<file path="src/rtl/level_meter_display_pkg.sv">
// ---------------------------------------------------------------------------
// level_meter_pkg
// Shared types and constants for the level meter display block.
//   peak_state_t : peak-hold FSM states (IDLE / HOLD / DECAY)
//   LEVEL_MAX    : highest legal level code; larger inputs are clamped to it
//   SEG_*        : active-low 7-segment patterns, bit order {g,f,e,d,c,b,a}
// ---------------------------------------------------------------------------
package level_meter_pkg;

  typedef enum logic [1:0] {
    IDLE  = 2'd0,
    HOLD  = 2'd1,
    DECAY = 2'd2
  } peak_state_t;

  localparam logic [3:0] LEVEL_MAX = 4'd9;

  localparam logic [6:0] SEG_0     = 7'b1000000;
  localparam logic [6:0] SEG_1     = 7'b1111001;
  localparam logic [6:0] SEG_2     = 7'b0100100;
  localparam logic [6:0] SEG_3     = 7'b0110000;
  localparam logic [6:0] SEG_4     = 7'b0011001;
  localparam logic [6:0] SEG_5     = 7'b0010010;
  localparam logic [6:0] SEG_6     = 7'b0000010;
  localparam logic [6:0] SEG_7     = 7'b1111000;
  localparam logic [6:0] SEG_8     = 7'b0000000;
  localparam logic [6:0] SEG_9     = 7'b0010000;
  localparam logic [6:0] SEG_BLANK = 7'b1111111;

  // Clamp a raw 4-bit level code into the 0..9 range.
  function automatic logic [3:0] clamp_level(input logic [3:0] raw);
    return (raw > LEVEL_MAX) ? LEVEL_MAX : raw;
  endfunction

endpackage

</file>
<file path="src/rtl/level_meter_display_if.sv">
// ---------------------------------------------------------------------------
// level_meter_display_if
// Level-update bus from the histogram stage into the meter display.
//   level_in    : level code, meaningful only while level_valid=1
//   level_valid : one-cycle strobe marking a new level
//   hold_en     : 1 = peak hold/decay active, 0 = peak follows the level
//   clear       : synchronous clear of the level/peak/hold state
// master drives the bus (histogram stage / testbench), slave receives it.
// ---------------------------------------------------------------------------
interface level_meter_display_if;

  logic [3:0] level_in;
  logic       level_valid;
  logic       hold_en;
  logic       clear;

  modport master (
    output level_in,
    output level_valid,
    output hold_en,
    output clear
  );

  modport slave (
    input level_in,
    input level_valid,
    input hold_en,
    input clear
  );

endinterface

</file>
<file path="src/rtl/level_meter_display_seg7.sv">
// ---------------------------------------------------------------------------
// seg7_decoder
// Combinational decimal digit to active-low 7-segment decoder.
//   digit : 4-bit value; 0..9 show the numeral, 10..15 show blank
//   seg   : active-low segments {g,f,e,d,c,b,a}
// ---------------------------------------------------------------------------
module seg7_decoder
  import level_meter_pkg::*;
(
  input  logic [3:0] digit,
  output logic [6:0] seg
);

  always_comb begin
    seg = SEG_BLANK;
    case (digit)
      4'd0:    seg = SEG_0;
      4'd1:    seg = SEG_1;
      4'd2:    seg = SEG_2;
      4'd3:    seg = SEG_3;
      4'd4:    seg = SEG_4;
      4'd5:    seg = SEG_5;
      4'd6:    seg = SEG_6;
      4'd7:    seg = SEG_7;
      4'd8:    seg = SEG_8;
      4'd9:    seg = SEG_9;
      default: seg = SEG_BLANK;
    endcase
  end

endmodule

</file>
<file path="src/rtl/level_meter_display.sv">
// ---------------------------------------------------------------------------
// level_meter_display
// Turns the histogram stage's winning level code into board outputs:
// a 10-LED thermometer bar with a peak dot, current/peak 7-segment digits
// and a blinking overload flag. Peak hold follows an IDLE/HOLD/DECAY FSM
// that advances only on level strobes.
// Ports:
//   clock    : system clock
//   resetn   : synchronous active-low reset
//   bus      : level update bus (level_in, level_valid, hold_en, clear)
//   ledr     : bar graph, bits [cur:0] lit plus bit [peak]
//   hex_cur  : active-low segments of the current level
//   hex_peak : active-low segments of the peak level
//   overload : blinks while the latched level is at/above OVERLOAD_LEVEL
// ---------------------------------------------------------------------------
module level_meter_display
  import level_meter_pkg::*;
#(
  parameter int HOLD_WINDOWS   = 4,
  parameter int BLINK_DIV      = 12500000,
  parameter int OVERLOAD_LEVEL = 9
) (
  input  logic                  clock,
  input  logic                  resetn,
  level_meter_display_if.slave  bus,
  output logic [9:0]            ledr,
  output logic [6:0]            hex_cur,
  output logic [6:0]            hex_peak,
  output logic                  overload
);

  localparam int         BLINK_W     = (BLINK_DIV > 2) ? $clog2(BLINK_DIV) : 1;
  localparam logic [BLINK_W-1:0] BLINK_LAST = BLINK_W'(BLINK_DIV - 1);
  localparam logic [3:0] HOLD_RELOAD = 4'(HOLD_WINDOWS);
  localparam logic [3:0] OVL_LEVEL   = 4'(OVERLOAD_LEVEL);

  peak_state_t  state_q, state_d;
  logic [3:0]   cur_q, cur_d;
  logic [3:0]   peak_q, peak_d;
  logic [3:0]   hold_q, hold_d;
  logic [3:0]   level_clamped;

  logic [BLINK_W-1:0] blink_cnt;
  logic               blink_ph;

  logic [9:0]   bar;
  logic [6:0]   seg_cur;
  logic [6:0]   seg_peak;

  assign level_clamped = clamp_level(bus.level_in);

  // Level/peak/hold state registers.
  always_ff @(posedge clock) begin
    if (!resetn) begin
      state_q <= IDLE;
      cur_q   <= 4'd0;
      peak_q  <= 4'd0;
      hold_q  <= 4'd0;
    end else begin
      state_q <= state_d;
      cur_q   <= cur_d;
      peak_q  <= peak_d;
      hold_q  <= hold_d;
    end
  end

  // Next-state logic for the peak FSM; clear outranks a simultaneous strobe.
  always_comb begin
    state_d = state_q;
    cur_d   = cur_q;
    peak_d  = peak_q;
    hold_d  = hold_q;
    if (bus.clear) begin
      state_d = IDLE;
      cur_d   = 4'd0;
      peak_d  = 4'd0;
      hold_d  = 4'd0;
    end else if (bus.level_valid) begin
      cur_d = level_clamped;
      if (!bus.hold_en) begin
        state_d = IDLE;
        peak_d  = level_clamped;
        hold_d  = 4'd0;
      end else begin
        case (state_q)
          IDLE: begin
            peak_d = level_clamped;
            if (level_clamped > peak_q) begin
              hold_d  = HOLD_RELOAD;
              state_d = HOLD;
            end
          end
          HOLD: begin
            // An equal level counts as fresh activity and re-arms the hold.
            if (level_clamped >= peak_q) begin
              peak_d = level_clamped;
              hold_d = HOLD_RELOAD;
            end else if (hold_q > 4'd1) begin
              hold_d = hold_q - 4'd1;
            end else begin
              hold_d  = 4'd0;
              state_d = DECAY;
            end
          end
          DECAY: begin
            // Here level < peak implies peak >= 1, so peak-1 cannot wrap.
            if (level_clamped >= peak_q) begin
              peak_d  = level_clamped;
              hold_d  = HOLD_RELOAD;
              state_d = HOLD;
            end else if ((peak_q - 4'd1) <= level_clamped) begin
              peak_d  = level_clamped;
              state_d = IDLE;
            end else begin
              peak_d = peak_q - 4'd1;
            end
          end
          default: begin
            state_d = IDLE;
            peak_d  = level_clamped;
            hold_d  = 4'd0;
          end
        endcase
      end
    end
  end

  // Free-running blink divider; clear deliberately leaves it alone.
  always_ff @(posedge clock) begin
    if (!resetn) begin
      blink_cnt <= '0;
      blink_ph  <= 1'b0;
    end else if (blink_cnt == BLINK_LAST) begin
      blink_cnt <= '0;
      blink_ph  <= ~blink_ph;
    end else begin
      blink_cnt <= blink_cnt + 1'b1;
    end
  end

  // Thermometer bar with the peak dot OR-ed in.
  always_comb begin
    bar = '0;
    for (int i = 0; i < 10; i++) begin
      bar[i] = (4'(i) <= cur_q) || (4'(i) == peak_q);
    end
  end

  seg7_decoder u_seg_cur (
    .digit (cur_q),
    .seg   (seg_cur)
  );

  seg7_decoder u_seg_peak (
    .digit (peak_q),
    .seg   (seg_peak)
  );

  // Output registers: one cycle behind the level/peak registers.
  always_ff @(posedge clock) begin
    if (!resetn) begin
      ledr     <= 10'b0000000001;
      hex_cur  <= SEG_0;
      hex_peak <= SEG_0;
      overload <= 1'b0;
    end else begin
      ledr     <= bar;
      hex_cur  <= seg_cur;
      hex_peak <= seg_peak;
      overload <= blink_ph & (cur_q >= OVL_LEVEL);
    end
  end

endmodule

</file>
<file path="src/flat_wrapper.sv">
// flat-port wrapper written by rule: the top's interface ports become plain ports
module level_meter_display_flat import level_meter_pkg::*;
#(
  parameter int HOLD_WINDOWS   = 4,
  parameter int BLINK_DIV      = 12500000,
  parameter int OVERLOAD_LEVEL = 9
)
  (clock, resetn, ledr, hex_cur, hex_peak, overload, bus_level_in, bus_level_valid, bus_hold_en, bus_clear);
  level_meter_display_if bus_i ();
  input  logic clock;
  input  logic resetn;
  output logic [9:0] ledr;
  output logic [6:0] hex_cur;
  output logic [6:0] hex_peak;
  output logic overload;
  input wire logic [$bits(bus_i.level_in)-1:0] bus_level_in;
  input wire logic [$bits(bus_i.level_valid)-1:0] bus_level_valid;
  input wire logic [$bits(bus_i.hold_en)-1:0] bus_hold_en;
  input wire logic [$bits(bus_i.clear)-1:0] bus_clear;
  assign bus_i.level_in = bus_level_in;
  assign bus_i.level_valid = bus_level_valid;
  assign bus_i.hold_en = bus_hold_en;
  assign bus_i.clear = bus_clear;
  level_meter_display #(.HOLD_WINDOWS(HOLD_WINDOWS), .BLINK_DIV(BLINK_DIV), .OVERLOAD_LEVEL(OVERLOAD_LEVEL)) u_core (.clock(clock), .resetn(resetn), .bus(bus_i), .ledr(ledr), .hex_cur(hex_cur), .hex_peak(hex_peak), .overload(overload));
endmodule
</file>
<file path="config.mk">
export PLATFORM = sky130hd
export DESIGN_NAME = level_meter_display_flat
export DESIGN_NICKNAME = d
export VERILOG_FILES = /design/src/rtl/level_meter_display_pkg.sv /design/src/rtl/level_meter_display_if.sv /design/src/rtl/level_meter_display_seg7.sv /design/src/rtl/level_meter_display.sv /design/src/flat_wrapper.sv
export SDC_FILE = /design/constraint.sdc
export NUM_CORES = 1
export LEC_CHECK = 0
export BUFFER_PORTS_ARGS = -buffer_cell sky130_fd_sc_hd__buf_2
export CORE_UTILIZATION = 55
export CTS_CLUSTER_SIZE = 14
export DETAILED_ROUTE_END_ITERATION = 7
export PLACE_DENSITY = 0.82
export SETUP_SLACK_MARGIN = 0.5
export SLEW_MARGIN = 0
export SYNTH_ARGS = -nofsm -noshare
export SYNTH_HDL_FRONTEND = slang
export SYNTH_SLANG_ARGS = --single-unit
</file>
<file path="constraint.sdc">
create_clock -name clock -period 3.2 [get_ports clock]
set_input_delay 0.96 -clock clock [delete_from_list [all_inputs] [get_ports clock]]
set_output_delay 0.96 -clock clock [all_outputs]
set_load 0.005 [all_outputs]
</file>
# [Word-level counts from Yosys, hierarchy flattened]
# Memory sizes are Yosys's and may differ from the RTL's. A register that Yosys moved wholly into a read port is not among the register bits.
# Cells that the tools add are included.
[word_totals] regBits=50 rom_bits=224 inputBits=9 output_inout_bits=25 n_memories=2
[mem_list] name="(no name shown)" depth=16 width=7 read_ports=1 rd_ports_with_merged_regs=1 wr=0 line="level_meter_display_seg7.sv:16" text="case (digit)"
[mem_list] name="(no name shown)" depth=16 width=7 read_ports=1 rd_ports_with_merged_regs=1 wr=0 line="level_meter_display_seg7.sv:16"
[op_classes] add_sub_neg=3 magnitude_cmp=16 eq_ne=18 mux=19 bitwise=3 reduce_logical=19
[op_table] operator="two-way mux 4 bit" count=10
[op_table] operator="adder 24 x 1 -> 24 bit, second input constant" count=1
[op_table] operator="== test 24 bit, second input constant" count=1
[op_table] operator="== test 3 x 4 -> 1 bit, first input constant" count=4
[op_table] operator="less-or-equal comparator 3 x 4 -> 1 bit, first input constant" count=4
[op_table] operator="two-way mux 2 bit" count=6
[op_table] operator="one-hot mux 4 bit (3 select lines)" count=1
[op_table] operator="logical OR 1 bit" count=10
[op_table] operator="!= test 3 x 2 -> 1 bit, second input constant" count=3
[op_table] operator="== test 2 x 4 -> 1 bit, first input constant" count=2
[op_table] operator="== test 4 bit, first input constant" count=2
[op_table] operator="less-or-equal comparator 1 x 4 -> 1 bit, first input constant" count=2
[op_table] operator="less-or-equal comparator 2 x 4 -> 1 bit, first input constant" count=2
[op_table] operator="less-or-equal comparator 4 bit, first input constant" count=2
[op_table] operator="one-hot mux 4 bit (2 select lines)" count=1
[op_table] operator="subtractor 4 x 1 -> 4 bit, second input constant" count=2
[op_table] operator="!= test 3 bit, second input constant" count=2
[op_table] operator="one-hot mux 2 bit (3 select lines)" count=1
[op_table] operator="AND reduction 5 bit" count=1
[op_table] operator="== test 1 x 4 -> 1 bit, first input constant" count=1
[op_table] operator=">= comparator 4 bit" count=1
[op_table] operator=">= comparator 4 bit, second input constant" count=1
[op_table] operator="greater-than comparator 4 x 1 -> 1 bit, second input constant" count=1
[op_table] operator="greater-than comparator 4 bit" count=1
[op_table] operator="13 further kinds" count=16

# [Logic depth before layout (Yosys ltp)]
[depth] ltp_word=7 depth_mapped=10 ltp_nobuf=10

# [Hierarchy]
# From an unflattened synthesis, not the netlist that was laid out.
[unflattened] hier_cells=384 area_unflattened_um2=3269.4
[by_module_without_submodules] module="level_meter_display" n_inst=1 cells_per_inst=320 area_each_um2=2859.0 seq_area_each_um2=1261.2
[by_module_without_submodules] module="seg7_decoder at u_core.u_seg_peak" n_inst=1 cells_per_inst=33 area_each_um2=210.2 seq_area_each_um2=0.0
[by_module_without_submodules] module="seg7_decoder at u_core.u_seg_cur" n_inst=1 cells_per_inst=31 area_each_um2=200.2 seq_area_each_um2=0.0

# [Worst setup path before layout]
# No wires, ideal clock.
[synth_path] path_kind="input to register" startpoint="input port bus_level_in[2]" endpoint="register u_core.peak_q[0]" setup_time_ps=87 arrival_ps=2812 required_time_ps=3113 path_slack_ps=301 path_stages=10 n_path_buf=0 path_cell_list="o21a_2 nor2_1 inv_1 ha_1 inv_1 o31ai_4 and2_4 nand3_4 a2111o_1 o31ai_1"
[synth_between] elab_chain_cells=7
[synth_lines] item="start: declaration" line="flat_wrapper.sv:16" text="input wire logic [$bits(bus_i.level_in)-1:0] bus_level_in;"
[synth_lines] item="greater-than comparator 4 bit" line="level_meter_display_pkg.sv:32" text="return (raw > LEVEL_MAX) ? LEVEL_MAX : raw;"
[synth_lines] item="two-way mux 4 bit *" line="level_meter_display_pkg.sv:32"
[synth_lines] item="less-or-equal comparator 4 bit" line="level_meter_display.sv:111" text="end else if ((peak_q - 4'd1) <= level_clamped) begin"
[synth_lines] item="two-way mux 4 bit" line="level_meter_display.sv:111"
[synth_lines] item="two-way mux 4 bit" line="level_meter_display.sv:107" text="if (level_clamped >= peak_q) begin"
[synth_lines] item="one-hot mux 4 bit (2 select lines)" line="level_meter_display.sv:85" text="case (state_q)"
[synth_lines] item="two-way mux 4 bit" line="level_meter_display.sv:80" text="if (!bus.hold_en) begin"
[synth_lines] item="end signal: assignment" line="level_meter_display.sv:62" text="peak_q <= peak_d;"
[synth_lines] item="end: declaration" line="level_meter_display.sv:39" text="logic [3:0] peak_q, peak_d;"
# Every way passes the cells marked *; elsewhere a longest branch is shown, timed or not. The select of a mux whose other input is x is not followed.
# A chain may end at the register's enable or synchronous reset.

# [Final worst setup path]
[layout_path] startpoint="input port bus_level_in[3]" endpoint="register u_core.hold_q[1]"
[layout_between] elab_chain_cells=6
[layout_lines] item="greater-than comparator 4 bit *" line="level_meter_display_pkg.sv:32"
[layout_lines] item="two-way mux 4 bit *" line="level_meter_display_pkg.sv:32"
[layout_lines] item="net u_core.level_clamped[2]" line="level_meter_display.sv:41" text="logic [3:0] level_clamped;"
[layout_lines] item=">= comparator 4 bit" line="level_meter_display.sv:95, level_meter_display.sv:107"
[layout_lines] item="two-way mux 4 bit" line="level_meter_display.sv:95" text="if (level_clamped >= peak_q) begin"
[layout_lines] item="one-hot mux 4 bit (3 select lines)" line="level_meter_display.sv:85"
[layout_lines] item="two-way mux 4 bit" line="level_meter_display.sv:80"
[layout_lines] item="end signal: assignment" line="level_meter_display.sv:63" text="hold_q <= hold_d;"
[layout_lines] item="end: declaration" line="level_meter_display.sv:40" text="logic [3:0] hold_q, hold_d;"
# Mark *: on every way through the listed nets, which the timed path passes. The rest lies on a longest branch.

==> out/qor.yml <==
die:
  die_h_um: 77.7
  die_w_um: 77.7
  coreArea_um2: 5510
  start_util_pct: 57.2
  die_area_um2: 6030
  pin_count: 34
  num_rows: 27
yosys:
  synth_flop_cell: "dfxtp_1"
  synth_fp_nets: 394
  ys_ff_latch: 63
  synth_area_per_cell_um2: 8.68
  ys_warn_count: 0
  synthDistinctLibCells: 56
  synth_seq_area_share_pct: 40.0
  async_flop_share_pct: 0
  syn_area_um2: 3150
  synth_edf_count: 0
  netlist_instances: 363
grt:
  grt_start_max_net_pins: 24
  track_usage_pct: 21.5
  overflow: 0
  grt_antenna_before_repair: 0
  grt_pass1_vias: 2263
  grt_pass1_wl_um: 10100
worst_setup_path:
  cp.arrival_ps: 2900
  cp-end-kind: "flip-flop"
  slowest_delay_ps: 530
  reg2reg_depth: 9
  setup.worst_path.class: "in2reg"
  path_cells: "buf_2 -> inv_1 -> nand2_1 -> inv_1 -> ha_4 -> a21o_1 -> a21oi_4 -> nand3_2 -> or4_1 -> a21oi_1"
  crit_family: "simple AND/OR/NAND/NOR gates"
  crit_top_cell: "inv_1"
  crit_fanout: 5
  critical_path_required_ps: 3460
  cp-start-kind: "input pin"
  crit_cells: 10
  critical_path_buf_inv_count: 3
  cp_slowest_cell: "or4_1"
finish:
  nets: 433
  layout_common_cells: "dfxtp_1 (62), nor2_1 (45), nand2_1 (37)"
  multiInputGateArea_um2: 1810
  finalInstanceArea_um2: 3660
  layout.cells.non_filler: 479
  drive_above_1_share_pct: 18.7
  area.growth.synth_to_final_pct: 16.1
  final_common_cell: "dfxtp_1"
  antenna_cells: 0
  seq_area_um2: 1260
  final.fill_count: 430
place:
  dp_cells: 459
  place_ws_ps: 169
  gp_congestion: 0.919
  placed_cell_area_um2: 3400
  port_buffers: 32
  hpwl_um: 4360
route:
  post-route-drc-count: 0
  first_pass_iters: 4
  vias_per_cell: 5.46
  drtAntennaViolNets: 0
  vias: 2615
  drt_iter0_markers: 163
  drt_wl_total_um: 6200
  wl_per_cell_um: 12.9
power:
  p_sw_uw: 418
  pwr-share-comb_pct: 11.4
  pwr-share-clk_pct: 38.0
  powerDensity_nw_per_um2: 443
  p_sw_share_pct: 25.8
  p_total_uw: 1620
  power_frac_seq_pct: 50.6
  peakVddDrop_mv: 0.238
  p_leak_uw: 0.00153
  p_int_uw: 1200
status:
  status: "completed"
clock_network:
  cts_sinks: 63
  htreeDepth: 3
  cts_tree: "built"
  numCtsBuffers: 9
  cts_root_buffer: "clkbuf_8"
  cts_buffer_depth: 2
  postCtsHoldBufs: 0
  clock_latency_ps: 340
  path_clk_slew_ps: 70
sta:
  fmax_ghz: 0.380
  skew_ps: 8.89
  hold_violations: 0
  timing.final.crit_share_pct: 82.2
  timing.final.ws_setup_ps: 569
  rsz0062_at_grt: "no"
  slew_headroom_pct: 63.2
  setup_viol: 0
  worst_slew_pin_slew_ps: 552
  drv_slew: 0
  final.setup.tns_ps: 0
  period_needed_ps: 2630
min_path:
  hold_depth: 1
  hold_path.class: "reg2reg"
flow_run:
  cap_viol_max_count: 0
[cells in the mapped netlist, drive strengths merged, types with 4 or more instances]
library cell,number,area share [%]
and3,5,1.0
buf,4,0.71
mux2i,9,2.9
inv,22,2.6
nand2b,8,1.6
ha,22,8.7
a31oi,5,1.2
nand3,15,2.9
and4,5,1.4
o21ai,19,3.3
nand2,37,4.4
clkbuf,7,0.83
nor2,46,5.5
xor2,15,4.2
a21oi,26,4.2
xnor2,8,2.2
dfxtp,63,40
nor3,7,1.1
[power by group through the flow]
stage                     Combinational, uW  Sequential (uW)  Clock [uW]
final                                   185              820         616
after global routing                    204              822         668
after global placement                  162              836           0
after CTS                               166              819         627
after detailed placement                165              837           0
after floorplan                         120              835           0
[flip-flops by register name (all words and copies together), names as in the netlist, 2 cells and up]
register	count
u_core.ledr	9
u_core.hex_peak	7
u_core.blink_cnt	24
u_core.cur_q	4
u_core.state_q	2
u_core.hex_cur	7
u_core.peak_q	4
u_core.hold_q	4
[through the flow]
step | utilization (%) | hold WS (ps)
floorplan | - | 426
global placement | 61.8 | 441
detailed placement | 61.8 | 457
CTS | 65.1 | 472
global route | 66.4 | 492
finish | 66.4 | 465
[final timing paths]
check	start	end	slack, ps
max	bus_level_in[3]	u_core.hold_q[1]$_SDFFE_PP0P_	570
min	u_core.blink_cnt[0]$_SDFF_PP0_	u_core.blink_cnt[0]$_SDFF_PP0_	460
max reg2reg	u_core.peak_q[1]$_SDFFE_PP0P_	u_core.peak_q[0]$_SDFFE_PP0P_	720
min reg2reg	u_core.blink_cnt[0]$_SDFF_PP0_	u_core.blink_cnt[0]$_SDFF_PP0_	460
[worst reg2reg max path, cell delays in order, from the launching register on]
cell and delay [ps]:
dfxtp_2 410, inv_1 130, ha_1 270, ha_1 290, inv_1 60, ha_1 290, a41oi_1 330, nand3_4 170
a2111o_1 390, o31ai_1 60
[kinds of logic after synthesis]
logic type	count (synthesis)	synth area share [%]
other	1	0.119
buffers and inverters	34	4.29
muxes	10	3.22
xor gates and xnor gates	23	6.39
DFF	63	40.0
adders and majority gates	22	8.74
AOI/OAI and AO/OA	66	13.4
and+or+nand+nor	144	23.8
[routing by layer]
| layer | global-route usage (%) | part of all wire, % |
|---|---|---|
| met1 | 27.5 | 48 |
| met2 | 33.3 | 45 |
| met3 | 7.06 | 5.6 |
| met4 | 8.30 | 1.4 |
| met5 | 0 | 0 |
[area by class of cell]
class,instances,share of cell area (%)
sequential,63,34.5
timing repair buffer,39,5.99
clock buffer,11,4.14
inverter,23,2.43
tap,72,2.46
clock inverter,5,0.889
multi-input combinational,266,49.6
[what timing repair did]
item,in CTS,in global routing
gates resized for setup,0,9
setup buffers,0,4
endpoints found under the setup margin,0,6
hold endpoints to repair,0,0
No activity file was read; power rests on OpenSTA's default activity.
